$ cat src/rtl/dma_unpack_pkg.sv
// Shared types and constants for the DMA frame unpacker.
package dma_unpack_pkg;

  typedef enum logic [1:0] {IDLE, ACTIVE, FINISH} unpack_st_e;

  localparam logic [3:0] KEEP_LANE    = 4'hF;
  localparam int         PIX_PER_BEAT = 2;

  // A nibble that is neither fully on nor fully off is an illegal byte mask.
  function automatic logic nib_bad(input logic [3:0] n);
    return (n != 4'h0) && (n != KEEP_LANE);
  endfunction

endpackage

$ cat src/rtl/dma_unpack_pos_cnt.sv
// Pixel x/y position counters with start-of-frame, end-of-line and end-of-frame decodes.
module dma_unpack_pos_cnt #(
  parameter int FRAME_WIDTH  = 1920,
  parameter int FRAME_HEIGHT = 1080
) (
  input  logic i_clk,
  input  logic i_rst,
  input  logic i_adv,
  output logic o_sof,
  output logic o_eol,
  output logic o_eof
);

  localparam int XW = (FRAME_WIDTH  > 1) ? $clog2(FRAME_WIDTH)  : 1;
  localparam int YW = (FRAME_HEIGHT > 1) ? $clog2(FRAME_HEIGHT) : 1;
  localparam logic [XW-1:0] X_LAST = XW'(FRAME_WIDTH - 1);
  localparam logic [YW-1:0] Y_LAST = YW'(FRAME_HEIGHT - 1);

  logic [XW-1:0] r_x;
  logic [YW-1:0] r_y;

  always_ff @(posedge i_clk) begin
    if (i_rst) begin
      r_x <= '0;
      r_y <= '0;
    end else if (i_adv) begin
      if (o_eol) begin
        r_x <= '0;
        r_y <= (r_y == Y_LAST) ? '0 : r_y + 1'b1;
      end else begin
        r_x <= r_x + 1'b1;
      end
    end
  end

  assign o_sof = (r_x == '0) && (r_y == '0);
  assign o_eol = (r_x == X_LAST);
  assign o_eof = o_eol && (r_y == Y_LAST);

endmodule

$ cat src/rtl/dma_frame_unpacker.sv
// Unpacks 64-bit DMA read beats into a 32-bit pixel stream with SOF/EOL markers.
// Optional keep-error counter port o_err_cnt is built when UNPACK_ERR_CNT_EN is defined.
module dma_frame_unpacker
  import dma_unpack_pkg::*;
#(
  parameter int FRAME_WIDTH  = 1920,
  parameter int FRAME_HEIGHT = 1080,
  parameter int PIXEL_WIDTH  = 32
) (
  input  logic                                io_peripheralClk,
  input  logic                                io_peripheralReset,
  input  logic                                i_enable,
  input  logic [PIX_PER_BEAT*PIXEL_WIDTH-1:0] dma_rdata,
  input  logic                                dma_rvalid,
  input  logic [7:0]                          dma_rkeep,
  output logic                                dma_rready,
  output logic [PIXEL_WIDTH-1:0]              pix_tdata,
  output logic                                pix_tvalid,
  input  logic                                pix_tready,
  output logic                                pix_tuser,
  output logic                                pix_tlast,
  output logic                                o_frame_done,
  output logic                                o_keep_err
`ifdef UNPACK_ERR_CNT_EN
  ,
  output logic [15:0]                         o_err_cnt
`endif
);

  localparam int PW = PIXEL_WIDTH;

  unpack_st_e r_state, w_next;
  logic [PIX_PER_BEAT*PW-1:0] r_hold;
  logic [PIX_PER_BEAT-1:0]    r_lv;
  logic r_keep_err;
  logic w_hs, w_eof_hs, w_acc, w_lo_ok, w_hi_ok, w_err;
  logic w_sof, w_eol, w_eof;

  dma_unpack_pos_cnt #(
    .FRAME_WIDTH (FRAME_WIDTH),
    .FRAME_HEIGHT(FRAME_HEIGHT)
  ) u_pos (
    .i_clk(io_peripheralClk),
    .i_rst(io_peripheralReset),
    .i_adv(w_hs),
    .o_sof(w_sof),
    .o_eol(w_eol),
    .o_eof(w_eof)
  );

  // The presented pixel always sits in the low slot; the high lane shifts down once the low one goes.
  assign w_hs     = r_lv[0] && pix_tready;
  assign w_eof_hs = w_hs && w_eof;
  // No beat is taken on a frame's final handshake: the hold is flushed there and must not swallow the next frame.
  assign dma_rready = (r_state == ACTIVE) && !w_eof_hs &&
                      ((r_lv == 2'b00) || ((r_lv == 2'b01) && w_hs));
  assign w_acc   = dma_rready && dma_rvalid;
  assign w_lo_ok = (dma_rkeep[3:0] == KEEP_LANE);
  assign w_hi_ok = (dma_rkeep[7:4] == KEEP_LANE);
  assign w_err   = nib_bad(dma_rkeep[3:0]) || nib_bad(dma_rkeep[7:4]) || (dma_rkeep == 8'h00);

  always_ff @(posedge io_peripheralClk) begin
    if (io_peripheralReset) begin
      r_state    <= IDLE;
      r_hold     <= '0;
      r_lv       <= '0;
      r_keep_err <= 1'b0;
    end else begin
      r_state <= w_next;
      if (w_eof_hs) begin
        r_lv <= '0;
      end else if (w_acc) begin
        r_hold <= (w_hi_ok && !w_lo_ok) ? {dma_rdata[2*PW-1:PW], dma_rdata[2*PW-1:PW]} : dma_rdata;
        r_lv   <= {w_lo_ok && w_hi_ok, w_lo_ok || w_hi_ok};
      end else if (w_hs) begin
        r_hold[PW-1:0] <= r_hold[2*PW-1:PW];
        r_lv           <= {1'b0, r_lv[1]};
      end
      if (w_acc && w_err) r_keep_err <= 1'b1;
    end
  end

  always_comb begin
    w_next = r_state;
    case (r_state)
      IDLE:    if (i_enable) w_next = ACTIVE;
      ACTIVE:  if (w_eof_hs) w_next = FINISH;
      FINISH:  w_next = i_enable ? ACTIVE : IDLE;
      default: w_next = IDLE;
    endcase
  end

  assign pix_tdata    = r_hold[PW-1:0];
  assign pix_tvalid   = r_lv[0];
  assign pix_tuser    = r_lv[0] && w_sof;
  assign pix_tlast    = r_lv[0] && w_eol;
  assign o_frame_done = (r_state == FINISH);
  assign o_keep_err   = r_keep_err;

`ifdef UNPACK_ERR_CNT_EN
  logic [15:0] r_err_cnt;
  always_ff @(posedge io_peripheralClk) begin
    if (io_peripheralReset)                              r_err_cnt <= '0;
    else if (w_acc && w_err && (r_err_cnt != 16'hFFFF)) r_err_cnt <= r_err_cnt + 16'd1;
  end
  assign o_err_cnt = r_err_cnt;
`endif

endmodule
$ cat config.mk
export PLATFORM = sky130hd
export DESIGN_NAME = dma_frame_unpacker
export DESIGN_NICKNAME = d
export VERILOG_FILES = /design/src/rtl/dma_unpack_pkg.sv /design/src/rtl/dma_unpack_pos_cnt.sv /design/src/rtl/dma_frame_unpacker.sv
export SDC_FILE = /design/constraint.sdc
export NUM_CORES = 1
export LEC_CHECK = 0
export CAP_MARGIN = 20
export CORE_ASPECT_RATIO = 0.6
export CORE_MARGIN = 4
export CORE_UTILIZATION = 50
export CTS_BUF_LIST = sky130_fd_sc_hd__clkbuf_4 sky130_fd_sc_hd__clkbuf_8 sky130_fd_sc_hd__clkbuf_16
export CTS_CLUSTER_SIZE = 24
export DETAILED_ROUTE_END_ITERATION = 8
export PLACE_DENSITY = 0.85
export SLEW_MARGIN = 30
export SYNTH_ARGS = -nofsm -noshare
export SYNTH_HDL_FRONTEND = slang
export SYNTH_SLANG_ARGS = --single-unit
$ cat constraint.sdc
create_clock -name io_peripheralClk -period 2.71 [get_ports io_peripheralClk]
set_input_delay 0.542 -clock io_peripheralClk [delete_from_list [all_inputs] [get_ports io_peripheralClk]]
set_output_delay 0.542 -clock io_peripheralClk [all_outputs]
set_load 0.01 [all_outputs]
==> Word-level counts from Yosys, hierarchy flattened <==
Index checks and enable logic that the tools add are counted.
{ "word_totals": {"reg_bits": 91, "in_bits": 77, "out_inout_bits": 38, "elab_cells": 66} }
{ "op_classes": {"addsub": 2, "n_eq_ne": 11, "n_mux": 11, "bitwise_logic": 1, "reduce_logical": 34} }
{ "ops": {"columns": ["operator", "n"], "rows": [
  ["two-way mux 32 bit", 3],
  ["adder 11 x 1 -> 11 bit (second input constant)", 2],
  ["== test 11 bit (second input constant)", 2],
  ["zero test 11 bit", 2],
  ["two-way mux 11 bit", 2],
  ["logical AND 1 bit", 15],
  ["== test 4 bit (second input constant)", 2],
  ["zero test 8 bit", 1],
  ["two-way mux 2 bit", 4],
  ["!= test 4 bit (second input constant)", 2],
  ["AND reduction 2 bit", 4],
  ["nonzero test 4 bit", 2],
  ["case mux 2 bit (3 select lines)", 1],
  ["== test 2 x 1 -> 1 bit (second input constant)", 2],
  ["zero test 2 bit", 2],
  ["logical OR 1 bit", 4],
  ["!= test 2 bit (second input constant)", 2],
  ["== test 2 bit (second input constant)", 1],
  ["zero test 1 bit", 2],
  ["nonzero test 2 bit", 1],
  ["OR reduction 2 bit", 1],
  ["two-way mux 1 bit", 1],
  ["NOT 1 bit", 1]
]} }

==> Logic depth before layout (Yosys ltp) <==
{ "depth": {"word_depth": 9, "depth_mapped": 7, "ltp_nobuf": 5} }

==> Cells and area by module <==
A second synthesis with hierarchy kept.
{ "unflattened": {"cells_unflattened": 542, "area_unflattened_um2": 4986.0} }
{ "by_module_without_submodules": {"columns": ["mod", "n_inst", "cells_each", "area_per_inst_um2", "seq_area_each_um2"], "rows": [
  ["dma_frame_unpacker", 1, 394, 3778.6, 1381.3],
  ["dma_unpack_pos_cnt", 1, 148, 1207.4, 440.4]
]} }

==> Least setup slack after synthesis <==
Ideal clock, no wire load.
{ "synth_timing": {"path_kind": "register to output", "from": "register r_lv[0]", "to": "output port dma_rready", "t_arrival_ps": 1608, "required_time_ps": 2168, "setup_slack_ps": 560, "path_stages_with_launch": 6, "path_buffers": 3, "cell_sequence": "dfxtp_1 -> buf_2 -> nor2b_1 -> clkbuf_1 -> clkbuf_1 -> a2111oi_0"} }
{ "synth_via": {"elab_chain_len": 5, "elab_cells_between_ends": 9, "cone_classes": "eq/ne: 1; reduce/logical: 8"} }
{ "synth_lines": {"columns": ["item", "line", "text"], "rows": [
  ["from (decl)", "dma_frame_unpacker.sv:34", "logic [PIX_PER_BEAT-1:0] r_lv;"],
  ["from (signal assigned)", "dma_frame_unpacker.sv:74", "r_lv <= {w_lo_ok && w_hi_ok, w_lo_ok || w_hi_ok};"],
  ["from (signal assigned)", "dma_frame_unpacker.sv:77", "r_lv <= {1'b0, r_lv[1]};"],
  ["logical AND 1 bit", "dma_frame_unpacker.sv:52", "assign w_hs = r_lv[0] && pix_tready;"],
  ["logical AND 1 bit", "dma_frame_unpacker.sv:53", "assign w_eof_hs = w_hs && w_eof;"],
  ["zero test 1 bit", "dma_frame_unpacker.sv:55", "assign dma_rready = (r_state == ACTIVE) && !w_eof_hs &&"],
  ["logical AND 1 bit", "dma_frame_unpacker.sv:55", null],
  ["logical AND 1 bit (*)", "dma_frame_unpacker.sv:55", null],
  ["to (decl)", "dma_frame_unpacker.sv:16", "output logic dma_rready,"]
]} }
Mark *: on every way between the ends. The rest lies on a longest branch, timed or not.

==> Worst setup path in the final report <==
{ "layout_timing": {"from": "register u_pos.r_x[7]", "to": "output port pix_tlast"} }
{ "layout_via": {"elab_chain_len": 2} }
{ "layout_lines": {"columns": ["item", "line", "text"], "rows": [
  ["from (decl)", "dma_unpack_pos_cnt.sv:19", "logic [XW-1:0] r_x;"],
  ["from (signal assigned)", "dma_unpack_pos_cnt.sv:31", "r_x <= r_x + 1'b1;"],
  ["== test 11 bit", "dma_unpack_pos_cnt.sv:37", "assign o_eol = (r_x == X_LAST);"],
  ["logical AND 1 bit", "dma_frame_unpacker.sv:96", "assign pix_tlast = r_lv[0] && w_eol;"],
  ["to (decl)", "dma_frame_unpacker.sv:21", "output logic pix_tlast,"]
]} }
Every way passes these cells.

==> metrics.txt <==
# TYPE chip_impl_metric gauge
chip_impl_metric{name="fin_total_pwr",unit="mW"} 3.08
chip_impl_metric{name="timing_worst_slew_pin_value",unit="ns"} 0.976
chip_impl_info{name="kind_of_start_point_of_the_critical_path",value="register"} 1
chip_impl_metric{name="initialDrtViolationCount",unit=""} 420
chip_impl_metric{name="netlist_area",unit="um2"} 5130
chip_impl_metric{name="achievable-frequency",unit="GHz"} 0.378
chip_impl_info{name="combinational_family_with_the_most_area_after_synthesis",value="compound AO/OA/AOI/OAI gates"} 1
chip_impl_metric{name="power.clock.fraction",unit="%"} 40.3
chip_impl_metric{name="start_util",unit="%"} 51.6
chip_impl_metric{name="route.detailed.vias_per_inst",unit=""} 6.07
chip_impl_metric{name="cts-hold-fix-buffers",unit=""} 0
chip_impl_metric{name="vias_in_the_first_global_route",unit=""} 4951
chip_impl_metric{name="number_of_buffers_added_by_the_clock_tree_synthesis_step",unit=""} 9
chip_impl_metric{name="syn_inst",unit=""} 612
chip_impl_metric{name="intPower",unit="mW"} 2.35
chip_impl_metric{name="avgSynthCellArea",unit="um2"} 8.39
chip_impl_metric{name="clock_sink_count",unit=""} 91
chip_impl_metric{name="cap_violations",unit=""} 0
chip_impl_metric{name="pwr-share-seq",unit="%"} 45.8
chip_impl_metric{name="cts-htree-levels",unit=""} 3
chip_impl_metric{name="timing.setup.tns",unit="ns"} 0
chip_impl_metric{name="chipWidth",unit="um"} 139
chip_impl_metric{name="layout.nets",unit=""} 763
chip_impl_metric{name="cts_post_setup_buffers_inserted",unit=""} 0
chip_impl_metric{name="drc",unit=""} 0
chip_impl_info{name="synth.area.top_cells",value="sky130_fd_sc_hd__dfxtp_1, sky130_fd_sc_hd__mux2i_1, sky130_fd_sc_hd__a2111oi_0, sky130_fd_sc_hd__nand2_1, sky130_fd_sc_hd__a221oi_1"} 1
chip_impl_metric{name="ys_seq_area_share",unit="%"} 35.5
chip_impl_metric{name="synth-adder-area-share",unit="%"} 0.975
chip_impl_metric{name="p_sw_share",unit="%"} 23.7
chip_impl_metric{name="yosys.cell_types.count",unit=""} 49
chip_impl_info{name="synth_flop_cell",value="sky130_fd_sc_hd__dfxtp_1"} 1
chip_impl_metric{name="port-buffer-count",unit=""} 114
chip_impl_metric{name="setup_clock_skew_after_layout",unit="ns"} 0.00493
chip_impl_info{name="run_status",value="finished clean"} 1
chip_impl_metric{name="largest_net_degree_at_the_start_of_global_routing",unit=""} 58
chip_impl_metric{name="required",unit="ns"} 2.17
chip_impl_metric{name="core.rowCount",unit=""} 28
chip_impl_metric{name="design.portCount",unit=""} 115
chip_impl_metric{name="placedInstanceArea",unit="um2"} 6230
chip_impl_metric{name="synth-seq-cells",unit=""} 91
chip_impl_metric{name="fin_crit",unit="ns"} 2.64
chip_impl_metric{name="power.ir.vdd_worst",unit="uV"} 417
chip_impl_metric{name="max_slew_vio_count",unit=""} 0
chip_impl_metric{name="synth_mux_area_share",unit="%"} 6.43
chip_impl_metric{name="gp_congestion",unit=""} 0.887
chip_impl_metric{name="global_route.overflow_total",unit=""} 0
chip_impl_metric{name="synth_enable_flop_cells",unit=""} 0
chip_impl_metric{name="globalRouteTotalUtil",unit="%"} 24.7
chip_impl_metric{name="area_growth",unit="%"} 27.5
chip_impl_metric{name="timing.reg2reg.setup_slack",unit="ns"} 0.30
chip_impl_metric{name="place_hpwl",unit="um"} 10500
chip_impl_metric{name="postSynthNetCount",unit=""} 693
chip_impl_metric{name="wl_per_cell",unit="um"} 18.7
chip_impl_metric{name="num_antenna_cells",unit=""} 0
chip_impl_metric{name="hold_viol_final",unit=""} 0
chip_impl_info{name="synth_largest_area_cell",value="sky130_fd_sc_hd__dfxtp_1"} 1
chip_impl_metric{name="critPathArrivalTime",unit="ns"} 2.10
chip_impl_metric{name="synth-simple-area-share",unit="%"} 19.5
chip_impl_metric{name="power_dissipated_by_switching_net_loads",unit="uW"} 730
chip_impl_info{name="unrepaired_setup_endpoints_after_global_routing",value="no"} 1
chip_impl_metric{name="clk_path_buf_depth",unit=""} 2
chip_impl_metric{name="antenna_found_initial",unit=""} 0
chip_impl_metric{name="synthDominantCellAreaShare",unit="%"} 35.5
chip_impl_metric{name="firstDrtPassIters",unit=""} 7
chip_impl_metric{name="leakage_power",unit="nW"} 2.39
chip_impl_metric{name="drive_gt1_share",unit="%"} 9.62
chip_impl_metric{name="ys.warnings.count",unit=""} 0
chip_impl_info{name="root_buffer",value="sky130_fd_sc_hd__clkbuf_16"} 1
chip_impl_metric{name="comb_power_share",unit="%"} 13.9
chip_impl_metric{name="worst-path-max-fanout",unit=""} 7
chip_impl_metric{name="fin_crit_sh",unit="%"} 97.5
chip_impl_info{name="timing.setup.critical_path_class",value="register to output pin"} 1
chip_impl_info{name="clock_tree_from_tritoncts",value="built"} 1
chip_impl_metric{name="grt_pass1_wl",unit="um"} 24400
chip_impl_metric{name="final_antenna_net_count",unit=""} 0
chip_impl_metric{name="proportion_of_synthesized_flip_flops_having_asynchronous_set_or_reset",unit="%"} 0
chip_impl_metric{name="routed_wirelength",unit="um"} 15300
chip_impl_metric{name="pwr_density_cell",unit="nW/um2"} 470
chip_impl_info{name="worst_setup_path_end_kind",value="output pin"} 1
chip_impl_metric{name="dieArea",unit="um2"} 12000
chip_impl_metric{name="clk_latency",unit="ns"} 0.34
chip_impl_info{name="min-delay-path-class",value="register to register"} 1
chip_impl_metric{name="synth_xor_xnor_area_share",unit="%"} 1.36
chip_impl_metric{name="relSlewSlack",unit="%"} 34.8
chip_impl_metric{name="synth-compound-area-share",unit="%"} 21.2
chip_impl_metric{name="die-height",unit="um"} 86.5
chip_impl_metric{name="finalSetupViolCount",unit=""} 0
chip_impl_metric{name="final_std_cell_area_no_fill",unit="um2"} 6550
chip_impl_metric{name="placeableCoreArea",unit="um2"} 9950
chip_impl_metric{name="clock_slew_at_reported_path_ffs",unit="ns"} 0.06
chip_impl_metric{name="routed-via-count",unit=""} 4983
final cells by class:
class / instances / area, um2
fill: 800 / 3400
multi-input combinational: 363 / 2610
timing repair buffer: 144 / 1390
tap: 135 / 169
clock buffer: 12 / 248
sequential: 91 / 1820
clock inverter: 3 / 40.0
inverter: 73 / 274
per-layer routing:
metal / vias up / share of wire [%] / global-route usage (%)
met1: 2342 / 44 / 32.9
li1: 2330 / - / -
met3: 26 / 9.1 / 6.17
met2: 285 / 45 / 39.6
met4: 0 / 1.5 / 8.88
met5: - / 0 / 0
metrics by stage:
stage	hold WS [ns]	utilization [%]	setup slack (ns)	std cells
finish	0.461	65.8	0.0673	821
CTS	0.466	65.6	0.0232	821
floorplan	0.435	-	0.560	612
global route	0.477	65.8	0.00386	821
global placement	0.443	62.6	-0.261	806
detailed placement	0.454	62.6	-0.132	806
repair_timing:
action	CTS	global route
hold endpoints to repair	0	0
pin swaps	0	1
gates resized for setup	3	4
endpoints found under the setup margin	2	3
cells by family after synthesis:
kind of cell / Yosys count
mux: 33
flops: 91
buf+inv: 158
fa+ha+maj: 4
simple gates: 184
xor+xnor: 8
compound gates: 134
power by group through the flow:
stage | clock (mW) | sequential [mW] | combinational [mW]
finish | 1.24 | 1.41 | 0.429
global route | 1.30 | 1.41 | 0.461
CTS | 1.25 | 1.41 | 0.425
detailed placement | 0 | 1.44 | 0.423
global placement | 0 | 1.44 | 0.413
floorplan | 0 | 1.43 | 0.230
registers in the layout (all words and copies together) (netlist names):
signal      cells
r_hold         64
r_state         2
u_pos.r_x      11
u_pos.r_y      11
r_lv            2
o_keep_err      1
synth_stat cells (8+ instances only):
master / instances
sky130_fd_sc_hd__a2111oi_0: 33
sky130_fd_sc_hd__a21oi_1: 15
sky130_fd_sc_hd__a221oi_1: 32
sky130_fd_sc_hd__and3_1: 32
sky130_fd_sc_hd__buf_4: 32
sky130_fd_sc_hd__clkbuf_1: 41
sky130_fd_sc_hd__dfxtp_1: 91
sky130_fd_sc_hd__inv_1: 72
sky130_fd_sc_hd__mux2i_1: 33
sky130_fd_sc_hd__nand2_1: 76
sky130_fd_sc_hd__nor2_1: 9
sky130_fd_sc_hd__nor3_1: 8
sky130_fd_sc_hd__nor4_1: 8
sky130_fd_sc_hd__o21ai_0: 11
sky130_fd_sc_hd__o32ai_1: 31
sky130_fd_sc_hd__or3_1: 8
worst max-delay path, stage by stage (launching register included):
cell	delay, ns
sky130_fd_sc_hd__dfxtp_1	0.38
sky130_fd_sc_hd__nand2b_2	0.28
sky130_fd_sc_hd__nor4_4	0.38
sky130_fd_sc_hd__and2_1	0.18
sky130_fd_sc_hd__clkdlybuf4s50_1	0.55
worst paths after layout:
check | from | depth (start not counted) | to
hold reg to reg | r_hold[34] | 2 | r_hold[34]
setup reg to reg | u_pos.r_x[0] | 7 | r_hold[56]
hold / removal | r_hold[34] | 2 | r_hold[34]
setup / recovery | u_pos.r_x[7] | 4 | pix_tlast
cells in the final DEF, fill, tap and decap left out, types with 2 or more instances in the layout:
cell type and count:
sky130_fd_sc_hd__ha_1 4, sky130_fd_sc_hd__o31ai_1 2, sky130_fd_sc_hd__clkbuf_16 9, sky130_fd_sc_hd__o32ai_1 31
sky130_fd_sc_hd__dfxtp_1 90, sky130_fd_sc_hd__or4_4 2, sky130_fd_sc_hd__o21a_1 2, sky130_fd_sc_hd__clkinv_2 2
sky130_fd_sc_hd__nand2_1 76, sky130_fd_sc_hd__buf_12 2, sky130_fd_sc_hd__nand2b_1 3, sky130_fd_sc_hd__nand4_1 7
sky130_fd_sc_hd__nor2_1 8, sky130_fd_sc_hd__nor2b_1 2, sky130_fd_sc_hd__nor3_1 7, sky130_fd_sc_hd__and4_1 2
sky130_fd_sc_hd__buf_4 28, sky130_fd_sc_hd__or3_1 8, sky130_fd_sc_hd__xnor2_1 6, sky130_fd_sc_hd__nand3_1 6
sky130_fd_sc_hd__nor4_4 3, sky130_fd_sc_hd__inv_1 72, sky130_fd_sc_hd__o21ai_0 11, sky130_fd_sc_hd__mux2i_1 33
sky130_fd_sc_hd__clkbuf_4 3, sky130_fd_sc_hd__a21oi_1 14, sky130_fd_sc_hd__clkdlybuf4s50_1 112, sky130_fd_sc_hd__xor2_1 2
sky130_fd_sc_hd__nor4_1 7, sky130_fd_sc_hd__and3_1 32, sky130_fd_sc_hd__or2_2 2, sky130_fd_sc_hd__a221oi_1 32
sky130_fd_sc_hd__nand3_4 2, sky130_fd_sc_hd__and2_1 3, sky130_fd_sc_hd__or4_1 6, sky130_fd_sc_hd__a2111oi_0 33
(Power assumes the default switching activity.)
